--- src/rtl/vx_mem_perf_collector.sv ---
// Memory performance collector: counts accepted reads and writes on the
// LLC-to-memory ports and accumulates read latency as the sum over cycles
// of in-flight reads. All outputs are registered.
module vx_mem_perf_collector #(
    parameter int NUM_PORTS   = 1,
    parameter int CTR_WIDTH   = 44,
    parameter int MAX_PENDING = 64,
    localparam int PW  = $clog2(NUM_PORTS * MAX_PENDING + 1),
    localparam int PPW = $clog2(MAX_PENDING + 1)
) (
    input  logic                 clk,
    input  logic                 reset_n,
    input  logic                 perf_en,
    input  logic                 perf_clr,
    input  logic [NUM_PORTS-1:0] mem_req_valid,
    input  logic [NUM_PORTS-1:0] mem_req_ready,
    input  logic [NUM_PORTS-1:0] mem_req_rw,
    input  logic [NUM_PORTS-1:0] mem_rsp_valid,
    input  logic [NUM_PORTS-1:0] mem_rsp_ready,
    output logic [CTR_WIDTH-1:0] perf_reads,
    output logic [CTR_WIDTH-1:0] perf_writes,
    output logic [CTR_WIDTH-1:0] perf_latency,
    output logic [PW-1:0]        pending_reads,
    output logic                 underflow_err
);

    logic [NUM_PORTS-1:0] rd_fire;
    logic [NUM_PORTS-1:0] wr_fire;
    logic [NUM_PORTS-1:0] rsp_fire;

    logic [PPW-1:0]       pend_q   [NUM_PORTS];
    logic [PPW-1:0]       pend_nxt [NUM_PORTS];
    logic [PW-1:0]        pend_sum;
    logic [CTR_WIDTH-1:0] rd_cnt;
    logic [CTR_WIDTH-1:0] wr_cnt;
    logic                 uf_any;
    logic                 sat_any;

    assign rd_fire  = mem_req_valid & mem_req_ready & ~mem_req_rw;
    assign wr_fire  = mem_req_valid & mem_req_ready &  mem_req_rw;
    assign rsp_fire = mem_rsp_valid & mem_rsp_ready;

    // Next pending count per port, event popcounts and anomaly detection.
    // The pending sum uses next-state values so pending_reads tracks the
    // per-port counters with no extra cycle of lag.
    always_comb begin
        uf_any   = 1'b0;
        sat_any  = 1'b0;
        pend_sum = '0;
        rd_cnt   = '0;
        wr_cnt   = '0;
        for (int p = 0; p < NUM_PORTS; p++) begin
            pend_nxt[p] = pend_q[p];
            if (rd_fire[p] && !rsp_fire[p]) begin
                if (pend_q[p] == PPW'(MAX_PENDING)) begin
                    sat_any = 1'b1;
                end else begin
                    pend_nxt[p] = pend_q[p] + PPW'(1);
                end
            end else if (!rd_fire[p] && rsp_fire[p]) begin
                if (pend_q[p] == '0) begin
                    uf_any = 1'b1;
                end else begin
                    pend_nxt[p] = pend_q[p] - PPW'(1);
                end
            end
            pend_sum = pend_sum + PW'(pend_nxt[p]);
            rd_cnt   = rd_cnt + CTR_WIDTH'(rd_fire[p]);
            wr_cnt   = wr_cnt + CTR_WIDTH'(wr_fire[p]);
        end
    end

    // Pending tracking follows real traffic; perf_en and perf_clr do not touch it.
    always_ff @(posedge clk or negedge reset_n) begin
        if (!reset_n) begin
            for (int p = 0; p < NUM_PORTS; p++) begin
                pend_q[p] <= '0;
            end
            pending_reads <= '0;
        end else begin
            for (int p = 0; p < NUM_PORTS; p++) begin
                pend_q[p] <= pend_nxt[p];
            end
            pending_reads <= pend_sum;
        end
    end

    // Performance counters; clear wins over enable, additions wrap silently.
    always_ff @(posedge clk or negedge reset_n) begin
        if (!reset_n) begin
            perf_reads   <= '0;
            perf_writes  <= '0;
            perf_latency <= '0;
        end else if (perf_clr) begin
            perf_reads   <= '0;
            perf_writes  <= '0;
            perf_latency <= '0;
        end else if (perf_en) begin
            perf_reads   <= perf_reads + rd_cnt;
            perf_writes  <= perf_writes + wr_cnt;
            perf_latency <= perf_latency + CTR_WIDTH'(pending_reads);
        end
    end

    // Sticky flag for a response arriving with nothing outstanding on its port.
    always_ff @(posedge clk or negedge reset_n) begin
        if (!reset_n) begin
            underflow_err <= 1'b0;
        end else if (perf_clr) begin
            underflow_err <= 1'b0;
        end else if (uf_any) begin
            underflow_err <= 1'b1;
        end
    end

    // A read accepted while a port is already at its in-flight limit is lost
    // from the pending count; flag it loudly in simulation.
    always_ff @(posedge clk) begin
        if (reset_n) begin
            assert (!sat_any) else $error("vx_mem_perf_collector: pending read counter saturated");
        end
    end

endmodule

--- config.mk ---
export PLATFORM = sky130hd
export DESIGN_NAME = vx_mem_perf_collector
export DESIGN_NICKNAME = d
export VERILOG_FILES = /design/src/rtl/vx_mem_perf_collector.sv
export SDC_FILE = /design/constraint.sdc
export NUM_CORES = 1
export LEC_CHECK = 0
export ABC_CLOCK_PERIOD_IN_PS = 6500
export BUFFER_PORTS_ARGS = -buffer_cell sky130_fd_sc_hd__buf_4
export CORE_MARGIN = 4
export CORE_UTILIZATION = 40
export DETAILED_ROUTE_END_ITERATION = 8
export SLEW_MARGIN = 0
export SYNTH_ARGS = -nofsm -noshare
export SYNTH_HDL_FRONTEND = slang
export SYNTH_SLANG_ARGS = --single-unit
--- constraint.sdc ---
create_clock -name clk -period 6.5 [get_ports clk]
set_input_delay 0.325 -clock clk [delete_from_list [all_inputs] [get_ports clk]]
set_output_delay 0.325 -clock clk [all_outputs]
set_load 0.01 [all_outputs]
---- Yosys cells after proc, flatten, opt, wreduce, memory -nomap -nowiden ----
Cells that the tools add are included.
storage, ports and cells
  register bits ........................... 140
  bits of input ports ..................... 9
  output and inout port bits .............. 140
  word-level logic and storage cells ...... 42
cells by class
  $add $sub $neg .......................... 5
  equal/unequal tests ..................... 3
  mux-type cells .......................... 15
  bitwise operators ....................... 5
  reduce and logical (&&, ||, !) cells .... 9
operator list
  cell                 number
  $mux 44              6
  $add 44x1->44        2
  $add 44x7->44        1
  $mux 7               4
  $add 7x1->7 const B  1
  $eq 7x7->1 const B   1
  $logic_not 7->1      1
  $sub 7x1->7 const B  1
  $reduce_bool 2->1    3
  $mux 1               5
  $and 1x1->1          4
  $ne 2x2->1 const B   2
  $reduce_and 3->1     1
  $logic_and 1x1->1    2
  $logic_not 1->1      2
  $not 1->1            1

---- Logic depth before layout (Yosys ltp) ----
Gate-level depths: netlist (run 1).
  word-level depth ........................ 8
  depth in mapped cells ................... 10
  gate-level depth less buffers ........... 10

---- Worst setup path after synthesis (run 1) ----
OpenSTA, ideal clock, no wires.
  path type ............................... register -> register
  start point ............................. register, netlist name pend_q[2]
  end point ............................... register perf_latency[43]
  library setup time ...................... 125 ps
  data arrival time ....................... 2366 ps
  data required time ...................... 6375 ps
  slack ................................... 4009 ps
  stages on the path, launching flop included .. 8
  buffers on the path ..................... 1
  period minus slack after synthesis ...... 2491 ps
  path through ............................ dfrtp_1 > ha_1 > o211ai_1 > o211a_1 > or4_4 > buf_6 > nor3_1 > mux2_2
RTL lines
  element               RTL line  text
  end signal, assigned  101       perf_latency <= perf_latency + CTR_WIDTH'(pending_reads);
  end, declared         22        output logic [CTR_WIDTH-1:0] perf_latency,

==> results.txt, run 1 <==
Summed over all layers, the routed wires come to about 20000 um. The reg-to-reg critical path endpoint is perf_latency[40]. The clock insertion delay at the later pin of the skew report came out at 420 ps.

The largest fanout on the critical path is 11. The cell count after placement came out at 1172. The synthesis-to-finish area growth came out at 25.2%. The die height is 146 um. The number of global-route vias before repair is 6251.

In this run, the number of DRC markers left after iteration 0 of detailed routing was 292. The total power per unit cell area is 268 mW/mm^2. The kind of critical path is flop to flop. The number of max-slew violations in the final report was 0. The number of core rows came out at 50. Final hold analysis gives a worst-case slack of 392 ps.

The worst setup path is launched from a flop. The max capacitance violation total is 0. The final cell count without fillers came out at approximately 1.2k. Yosys mapped a number of flops with a built-in enable equal to 0.

The post-route clock period utilization is 0.456. The portion of synthesized cell area occupied by the leading cell type came out at 0.458. For flop-to-flop paths, the worst setup slack is 3540 ps.

The final-stage net count is around 990. The worst setup path is captured at a flop. The repair_antennas step left the layout with diodes totalling 0. The average routed wire per standard cell came out at approximately 17 um. The sum of internal, switching and leakage power is 2570 uW.

The static leakage power is a little over 0.004 uW. Setup repair after global routing left no endpoint under its margin. The width of the chip is roughly 150 um.

The placer's final routability congestion estimate came out at 0.816. The total standard cell area after synthesis is approximately 0.0077 sq mm. The number of antenna violations at the first check in global routing is 0. The number of cells on the worst reg-to-reg path is 7. The instance area after placement is ~0.009 sq mm. Synthesis instantiated 53 different standard cells from the library.

The fill cell total of the finished layout is about 1.8k. The final setup violation count is 0. TritonCTS built the clock tree. The required time reported for the critical path endpoint came out at 6840 ps. The cell area after layout came out at 0.00958 sq mm. When the netlist entered floorplanning its net count stood at 847. The worst register-to-register path begins at pend_q[0].

The total via count after detailed routing came out at 6524. The yosys synthesis warning count is 0. The mean cell area of the mapped netlist is 9.35 sq um. The tightest min-delay check is of the primary input to flop type.

Counting flops and latches in the post-synthesis netlist gives 140. The number of buffers inserted by port buffering came out at 148. The async set-reset flop share out of synthesis came out at 1.00. In the post-synthesis netlist, the cell with the most instances is dfrtp_1. The sum of overflow across all layers after global routing is 0.

After synthesis, the most frequently instantiated cells are dfrtp_1 (140), nor2_1 (113), xnor2_1 (61). Buffers added to address setup during post-CTS repair amount to 0. On the final layout, the worst clock skew is 8.50 ps. Buffers inserted during clock tree synthesis total 17. CTS saw 140 sinks. The sum of negative setup slack came out at 0 ps. The number of buffers on the longest clock path came out at 2. The maximum vdd drop came out at 0.216 mV.

For this run, the leading register cell type out of synthesis is dfrtp_1. The endpoint arrival time on the critical path came out at between 3000 and 4000 ps. Counting instances, the worst hold path has a depth of 3. The remaining antenna violation count after routing is 0.

The clock slew seen by the registers of the worst setup and hold paths is around 60 ps. The ratio of routed vias to standard cells is 5.41. For this design the top-level I/O count stands at 149. The run finished with clean final reports.

Yosys attributes the largest share of cell area to dfrtp_1 (46%), xnor2_1 (7.0%), nor2_1 (5.5%), xor2_1 (3.7%), nand4_1 (3.4%). In the final layout, the share of cells above drive strength 1 is 0.214. The global-route wire length before repair is 33300 um. The capture endpoint of the worst hold path is perf_latency[2]. The floorplan core area is 0.0188 sq mm. The count of endpoints failing hold in the final timing report came out at 0.

The area of the die came out at around 0.021 sq mm. The HPWL after detailed placement is approximately 14000 um. The fraction of the yosys area taken by sequential cells came out at 0.458. At the pin with the least slew margin, the transition time is between 800 and 900 ps. Of all cell types, the one taking the most synthesized area is dfrtp_1. The tightest slew margin relative to the limit came out at 0.396. The library cell used as clock root buffer is clkbuf_16. The first-pass iteration count of the detailed router came out at 5.

The largest net degree at the start of global routing came out at 82. The number of remaining DRC errors is 0. The H-tree was split into 4 levels. The startpoint identified for the worst hold timing path is perf_en.

The starting density of the core is 0.408. The smallest clock period supported by the final layout is computed as slightly below 3000 ps. The achievable frequency came out at between 300 and 400 MHz.

Synthesis produced 818 cells. The all-layer global routing usage came out at 0.190.
==> metrics by stage <==
stage | worst slack (ps) | util
after global placement | 3440 | 0.476
after floorplan | 4010 | -
final | 3540 | 0.510
after CTS | 3540 | 0.510
after global routing | 3270 | 0.510
after detailed placement | 3360 | 0.476
==> state kept, by name, indices dropped and copies added (netlist names) <==
register,cells
pend_q,7
perf_latency,44
underflow_err,1
perf_writes,44
perf_reads,44
==> power by group <==
group | switching, uW | internal (uW)
sequential | 65.5 | 913
clock | 390 | 653
combinational | 309 | 234
total | 765 | 1800
==> critical path, stage by stage, from the launching register on <==
cell and delay (ps):
dfrtp_1 500, ha_1 260, fa_1 250, a211oi_1 100
o211ai_1 650, nand4_1 460, or4_1 510, a21oi_1 140
==> cell usage in the layout (no fill, tap or decap), types with 4 or more instances in the layout <==
| master | instances |
|---|---|
| mux2i_1 | 10 |
| or4_1 | 11 |
| mux2_2 | 5 |
| dfrtp_1 | 140 |
| or3_1 | 19 |
| inv_1 | 22 |
| a21o_1 | 5 |
| xnor2_1 | 61 |
| nor2b_1 | 8 |
| nor4_1 | 25 |
| nand2_1 | 51 |
| clkbuf_16 | 17 |
| nor2_1 | 113 |
| nor3_1 | 29 |
| bufinv_16 | 4 |
| and3_2 | 5 |
| and3_1 | 13 |
| and4_1 | 13 |
| clkinv_4 | 4 |
| ha_1 | 18 |
| o21ai_0 | 30 |
| nand4_1 | 41 |
| o31ai_1 | 10 |
| nand3_1 | 38 |
| xor2_1 | 32 |
| a21oi_1 | 45 |
| or2_2 | 5 |
| buf_4 | 149 |
| a211oi_1 | 5 |
==> cells by family (layout without fill, tap and decap cells) <==
family / count (synthesis) / count (layout) / share of synthesized area
AND/OR/NAND/NOR: 386 / 386 / 0.265
flip-flops: 140 / 140 / 0.458
XOR/XNOR: 93 / 93 / 0.106
AO/OA/AOI/OAI: 112 / 112 / 0.0868
buffers and inverters: 52 / 205 / 0.0289
multiplexers: 15 / 15 / 0.0204
adder cells (fa/ha/maj): 20 / 20 / 0.0347
==> layer usage <==
layer,track usage,wire (um)
met5,0,0
met1,0.258,9350
met2,0.304,9430
met3,0.0444,966
met4,0.0569,298
==> how the worst max path moves through the flow <==
stage | slack [ps] | endpoint | from
6_report | 3540 | perf_latency[40] | pend_q[0]
5_1_grt | 3270 | perf_latency[40] | pend_q[0]
4_1_cts | 3540 | perf_latency[40] | pend_q[0]
3_5_place_dp | 3360 | perf_reads[43] | mem_req_rw
3_3_place_gp | 3440 | perf_reads[43] | mem_req_valid
2_1_floorplan | 4010 | perf_latency[43] | pend_q[2]
==> area by class of cell <==
cell class | count | area, sq um | share of cell area
Sequential cell | 140 | 3500 | 0.366
Multi-Input combinational cell | 626 | 3930 | 0.410
Clock buffer | 18 | 439 | 0.0458
Timing Repair Buffer | 151 | 1140 | 0.119
Tap cell | 234 | 293 | 0.0306
Inverter | 22 | 82.6 | 0.00862
Clock inverter | 14 | 194 | 0.0202
==> timing repair <==
action | 4_1_cts | 5_1_grt
setup endpoints to repair | 0 | 0
endpoints found under the hold margin | 61 | 0
hold buffers | 1 | 0
gates resized for setup | 0 | 0
Power figures use the tool's default switching activity.
==> inputs of run 2 (changes only) <==
--- a/config.mk
+++ b/config.mk
@@ -5,7 +5,7 @@
 export SDC_FILE = /design/constraint.sdc
 export NUM_CORES = 1
 export LEC_CHECK = 0
-export ABC_CLOCK_PERIOD_IN_PS = 6500
+export ABC_CLOCK_PERIOD_IN_PS = 2660
 export BUFFER_PORTS_ARGS = -buffer_cell sky130_fd_sc_hd__buf_4
 export CORE_MARGIN = 4
 export CORE_UTILIZATION = 40
==> constraint.sdc (replaced) <==
create_clock -name clk -period 2.66 [get_ports clk]
set_input_delay 0.133 -clock clk [delete_from_list [all_inputs] [get_ports clk]]
set_output_delay 0.133 -clock clk [all_outputs]
set_load 0.01 [all_outputs]
==> run 2 against run 1 <==
Net effect:
- die area unchanged
- worst setup slack worse by 3400 ps
- register-to-register slack worse by 3400 ps
- clock skew rose by 3.3 ps
- count of clock-buffer cells in the layout is 2 higher
- first-iteration DRC count increased by 8.9%
- non-clock buffer count rose by 38
- wire length is 2.9% higher
- sequential power rose by 140%
- cell count rose by 3.2%
==> results.txt, run 2 (synthesis results as in run 1) <==
The endpoint arrival time on the critical path was 2820 ps (-480 ps). The switching share of total power is 0.305 (+0.00661). The reg-to-reg critical path endpoint is perf_latency[43]. The part of the power in the clock network is 0.383 (-0.024).

STA classifies the critical path endpoint as a flop. The reg2reg setup slack came out at 150 ps (-3390 ps). The startpoint of the lowest-slack hold path is perf_en.

The clock slew seen by the registers of the worst setup and hold paths is 60 ps (about the same). The number of antenna violations at the first check in global routing was 0 (unchanged). The number of buffers on the longest clock path is 2 (unchanged).

The global-route wire length before repair is 34100 um (+2.3%). The count of inserted antenna diode cells came to 0 (unchanged). The max capacitance violation total came out at 0 (unchanged). The average routed wire per standard cell came out at 16.6 um (-0.29%). The total via count after detailed routing is 6708 (+2.8%).

The capture endpoint of the worst hold path is perf_latency[2]. The HPWL after detailed placement is 14900 um (+5.0%). The all-layer global routing usage is 0.194 (+0.00356). The utilization of the core after routing is 0.525 (+0.0143).

The area of the die is 0.0214 sq mm (unchanged). The library cell used as clock root buffer is clkbuf_16. The sum of negative setup slack was 0 ps (unchanged).

The cell count of the worst reg-to-reg path is 6 (-1). The DRC marker count from the first detailed-route iteration came out at 318 (+8.9%). TritonCTS built the clock tree. The largest fanout on the critical path is 13 (+2).

By startpoint and endpoint, the worst setup path is classified as flop to flop. The number of core rows is 50 (unchanged). The depth of the worst hold-timing path came out at 3 (unchanged). The count of endpoints failing hold in the final timing report was 0 (unchanged). The width of the chip came out at 146 um (unchanged).

The floorplan core area is 0.0188 sq mm (unchanged). The first-pass iteration count of the detailed router is 5 (unchanged). The time the worst path needs with I/O delays and setup was 2510 ps (-452 ps). The post-route clock period utilization is 0.944 (+0.488). The tightest slew margin relative to the limit came out at 0.580 (+0.185).

In the layout the commonest cells are buf_4 (186), dfrtp_1 (140), nor2_1 (113). The net switching power is 1930 uW (+150%). The number of remaining DRC errors is 0 (unchanged). The number of CTS-inserted buffers was 17 (unchanged). The largest net degree at the start of global routing is 51 (-38%). The share of total power in combinational logic came to 0.248 (+0.036). The number of global-route vias before repair came out at 6455 (+3.3%). In this run the critical register-to-register path is launched from perf_latency[3]. The achievable frequency came out at 398 MHz (+18%). The sum of overflow across all layers after global routing is 0 (unchanged). The required time reported for the critical path endpoint is 2960 ps (-3880 ps). The fraction of layout instances using a drive strength above 1 came out at 0.244 (+0.0296).

The overall routed net length came out at 20600 um (+2.9%). The final-stage net count is 1025 (+3.9%). The ratio of routed vias to standard cells is 5.40 (-0.32%).

The flow ran to the end, and the final reports show no timing, DRC or antenna violations. The worst clock skew came out at 11.8 ps (+3.28 ps). The number of primary I/O pins was 149 (unchanged). The count of cells resized by post-cts repair is 0 (unchanged).

The number of max-slew violations in the final report is 0 (unchanged). The number of buffers inserted by port buffering is 148 (unchanged). The setup fix buffers added after clock tree synthesis was 0 (unchanged).

The die height is 146 um (unchanged). The synthesis-to-finish area growth is 28.7%. The starting density of the core is 0.408 (unchanged). The most common cell after layout, fill and taps aside is buf_4. The slew at the pin with the worst max-slew slack came out at 625 ps (-275 ps). The sequential power share is 0.368 (-0.013). The clock insertion delay at the later pin of the skew report came out at 420 ps (about the same).

The total power per unit cell area is 643 mW/mm^2 (+140%). The static leakage power is 0.00432 uW (+4.2%). The placer's final routability congestion estimate is 0.835 (+2.3%).

The internal power component came out at 4400 uW (+140%). The class of the tightest hold or removal check is primary input to flop. The final setup violation count came to 0 (unchanged).

The largest registers in the layout are perf_latency (44), perf_reads (44), perf_writes (44). Setup repair after global routing left no endpoint under its margin. The maximum vdd drop is 0.561 mV (+160%). STA classifies the critical path startpoint as a flop. The remaining antenna violation count after routing is 0 (unchanged). The CTS H-tree depth is 4 (unchanged).

The count of clock tree sinks came out at 140 (unchanged). The hold-fix buffer count after cts was 1 (unchanged).
run 2: cell count changes in the layout (fill, tap and decap cells not counted), sizes merged:
cell      change
buf          +38
inv           +2
bufinv        -2
clkinvlp      +1
clkinv        -3
clkbuf        +2
run 2: worst max-delay path: stages, from the launching register on:
cell	delay, ps
dfrtp_1	400
ha_1	360
o211ai_1	130
o211a_1	270
or4_4	630
nor3_1	240
mux2_2	360
run 2: cell type report:
type                       count  area (sq um)
fill                        1777          8920
multi-input combinational    626          3930
sequential                   140          3500
timing repair buffer         189          1440
clock buffer                  20           467
tap                          234           293
clock inverter                12           136
inverter                      22          82.6
run 2: worst max path at each step:
stage	slack, ps	endpoint	from
final	150	perf_latency[43]	perf_latency[3]
after global routing	0.9	perf_latency[39]	perf_latency[4]
after CTS	150	perf_latency[43]	perf_latency[3]
after detailed placement	90	perf_reads[28]	mem_req_rw
after global placement	160	perf_reads[36]	mem_req_valid
after floorplan	170	perf_latency[43]	pend_q[2]
run 2: power groups by stage:
stage | sequential, uW | clock, uW | combinational, uW
after global routing | 2350 | 2560 | 1750
final | 2330 | 2420 | 1570
after detailed placement | 2370 | 0 | 1560
after CTS | 2330 | 2480 | 1580
after global placement | 2360 | 0 | 1560
after floorplan | 2430 | 0 | 893
run 2: per-stage QoR:
stage                     hold WS (ps)  setup WS [ps]  power, uW  area, sq um  std cells
after floorplan                   -163            169       3320         7650        818
after global placement             116            158       3930         9230       1210
after detailed placement           112           94.1       3930         9230       1210
after CTS                          132            147       6390         9850       1243
after global routing               163          0.889       6650         9850       1243
final                              159            148       6330         9850       1243
run 2: metal layers:
metal / vias up / GRT usage / part of all wire
li1: 3295 / - / -
met3: 22 / 0.0444 / 0.054
met2: 144 / 0.302 / 0.46
met4: 0 / 0.0607 / 0.018
met1: 3247 / 0.269 / 0.47
met5: - / 0 / 0
==> inputs of run 3 (changes only) <==
--- a/config.mk
+++ b/config.mk
@@ -6,10 +6,10 @@
 export NUM_CORES = 1
 export LEC_CHECK = 0
 export ABC_CLOCK_PERIOD_IN_PS = 2660
-export BUFFER_PORTS_ARGS = -buffer_cell sky130_fd_sc_hd__buf_4
 export CORE_MARGIN = 4
 export CORE_UTILIZATION = 40
 export DETAILED_ROUTE_END_ITERATION = 8
+export DONT_BUFFER_PORTS = 1
 export SLEW_MARGIN = 0
 export SYNTH_ARGS = -nofsm -noshare
 export SYNTH_HDL_FRONTEND = slang
==> run 3 against run 2 <==
Net effect:
- the run now ends with negative hold slack left
- global-route usage down 0.65 points
- clock power increased by 9.1%
- sequential power is essentially flat
- highest routed layer unchanged
==> results.txt, run 3 (synthesis results as in run 1) <==
The global-route wire length before repair is 32700 um (-4.1%). The die height came out at 146 um (unchanged). The fraction of layout instances using a drive strength above 1 is 0.123 (-0.121). The remaining antenna violation count after routing came out at 0 (unchanged). The endpoint class of the critical path is a flop. The count of inserted antenna diode cells is 0 (unchanged). The number of primary I/O pins came out at 149 (unchanged).

The met1 track demand over resource in global routing came to 0.249 (-0.0204). The post-route worst setup slack was 157 ps (+8.44 ps). The number of global-route vias before repair came out at 5835 (-9.6%). Following the worst setup path forward leads to its endpoint at perf_latency[40]. The net switching power was 1830 uW (-5.3%). The count of clock tree sinks came out at 140 (unchanged). The final-stage net count came out at 887 (-13%). The total via count after detailed routing is 6180 (-7.9%). The met3 global-route usage is 0.0583 (+0.0140). The part of the power in the clock network came to 0.416 (+0.033). The CTS H-tree depth came out at 4 (unchanged). The largest registers in the layout are perf_latency (44), perf_reads (44), perf_writes (44). The worst hold slack is -584 ps (-743 ps). The all-layer global routing usage is 0.187 (-0.00654). The static leakage power came out at 0.00361 uW (-16%). The average routed wire per standard cell is 18.0 um (+8.7%). In the layout the commonest cells are dfrtp_1 (140), nor2_1 (113), xnor2_1 (61).

The overall routed net length was 19900 um (-3.4%). The width of the chip came to 146 um (unchanged). The maximum vdd drop came out at 0.507 mV (-9.6%). In this run the clock root is driven by a clkbuf_16.

The DRC marker count from the first detailed-route iteration was 249 (-22%). The number of antenna violations at the first check in global routing was 0 (unchanged). The switching share of total power came out at 0.288 (-0.0173). The endpoint identified for the worst register-to-register timing path is perf_latency[40]. The final setup violation count came out at 0 (unchanged). The number of buffers on the longest clock path came out at 2 (unchanged).

The number of core rows is 50 (unchanged). The met2 layer usage reported by global route came out at 0.297 (-0.00533). The number of remaining DRC errors came out at 0 (unchanged). The sum of overflow across all layers after global routing is 0 (unchanged). The sequential power share came out at 0.363 (-0.005). The tightest min-delay check is of the primary input to asynchronous set/reset pin type. The HPWL after detailed placement is 13400 um (-9.6%). The utilization of the core after routing is 0.473 (-0.0521). Setup repair after global routing left no endpoint under its margin. The run finished, with violations left. The sum of internal, switching and leakage power came out at 6360 uW (+0.40%). The area of the die came out at 0.0214 sq mm (unchanged). The hold-fix buffer count after cts came out at 3 (+2). The checks that failed: negative hold slack.

The critical path is of the flop to flop type. The endpoint arrival time on the critical path came to 2840 ps (+20 ps). The startpoint identified for the worst register-to-register timing path is perf_latency[5]. The worst clock skew is 11.2 ps (-0.627 ps). The number of CTS-inserted buffers came to 17 (unchanged).

The reg2reg setup slack is 160 ps (about the same). The largest fanout on the critical path came out at 7 (-6). The slew at the pin with the worst max-slew slack came out at 1140 ps (+515 ps). The tightest slew margin relative to the limit is 0.237 (-0.343). The most common cell after layout, fill and taps aside is dfrtp_1. The ratio of routed vias to standard cells is 5.59 (+3.6%). The synthesis-to-finish area growth came out at 15.9%.

The number of max-slew violations in the final report is 0 (unchanged). In this run the worst setup path begins at perf_latency[5]. TritonCTS built the clock tree. The placer's final routability congestion estimate is 0.796 (-4.6%). The total power per unit cell area was 716 mW/mm^2 (+11%).

The first-pass iteration count of the detailed router came out at 4 (-1). The internal power component came out at 4530 uW (+2.9%). The achievable frequency was 399 MHz (+0.34%).

The floorplan core area came out at 0.0188 sq mm (unchanged). The max capacitance violation total came out at 0 (unchanged). The share of total power in combinational logic came out at 0.221 (-0.027).

The post-route clock period utilization is 0.941 (-0.00317). The starting density of the core came to 0.408 (unchanged). The count of endpoints failing hold in the final timing report came out at 140 (+140). The element type at the critical path start is a flop.

The time the worst path needs with I/O delays and setup was 2500 ps (-8.44 ps). The number of buffers inserted by port buffering was 0 (-100%). The required time reported for the critical path endpoint was 3000 ps (+40 ps). The layer flagged by global routing as most heavily used is met2. The worst slack at placement was 159 ps (+64.4 ps). The largest net degree at the start of global routing is 141 (+180%).

The cell count of the worst reg-to-reg path is 6 (unchanged). The clock insertion delay at the later pin of the skew report is 420 ps (about the same). The sum of negative setup slack came out at 0 ps (unchanged).

The clock slew seen by the registers of the worst setup and hold paths came out at 60 ps (about the same).
==> run 3: cell count changes in the layout (fill, tap and decap cells not counted) <==
| cell | change |
|---|---|
| inv_6 | -2 |
| clkinv_4 | +2 |
| dlygate4sd3_1 | +1 |
| clkinv_2 | +1 |
| buf_12 | -1 |
| bufinv_16 | +3 |
| clkbuf_8 | -2 |
| buf_4 | -138 |
| clkinvlp_4 | -2 |
| buf_6 | -1 |
| buf_16 | +1 |
==> run 3: cell type report <==
class	count	area, sq um
fillers	1789	9900
multi-input cells	626	3930
flip-flops and latches	140	3500
clock buffers	18	439
repair buffers	51	408
well taps	234	293
clock inverters	14	216
inverters	22	82.6
==> run 3: what timing repair did <==
action,CTS,global route
resized for setup,0,0
setup endpoints to repair,0,4
hold endpoints to repair,273,140
setup buffers,0,1
==> run 3: worst min-delay path by stage <==
stage / slack [ps] / cells past startpoint / from / end
floorplan: -160 / 0 / reset_n / pend_q[0]
global placement: -160 / 0 / reset_n / perf_latency[42]
detailed placement: -160 / 0 / reset_n / perf_latency[42]
CTS: -610 / 0 / reset_n / perf_latency[38]
global route: -610 / 0 / reset_n / perf_latency[42]
finish: -580 / 0 / reset_n / perf_latency[42]
==> run 3: per-layer routing <==
metal,vias to the layer above,share of wire
li1,3026,-
met1,2989,0.45
met2,148,0.47
met3,17,0.068
met4,0,0.012
met5,-,0
==> run 3: worst max-delay path, stage by stage (launching register included) <==
cell and delay, ps:
dfrtp_1 440, ha_1 390, o211ai_1 120, o211ai_1 450
nand4_1 380, or4_1 490, a21oi_1 150
==> run 3: power by group through the flow <==
| stage | combinational [uW] | clock [uW] | sequential [uW] |
|---|---|---|---|
| final | 1410 | 2640 | 2310 |
| after global routing | 1570 | 2810 | 2320 |
| after CTS | 1410 | 2710 | 2310 |
| after detailed placement | 1360 | 0 | 2350 |
| after global placement | 1340 | 0 | 2340 |
| after floorplan | 893 | 0 | 2430 |
==> run 3: per-stage QoR <==
step	instance area, sq um	instances
final	8870	1105
after global routing	8870	1105
after floorplan	7650	818
after detailed placement	8160	1069
after CTS	8860	1104
after global placement	8160	1069
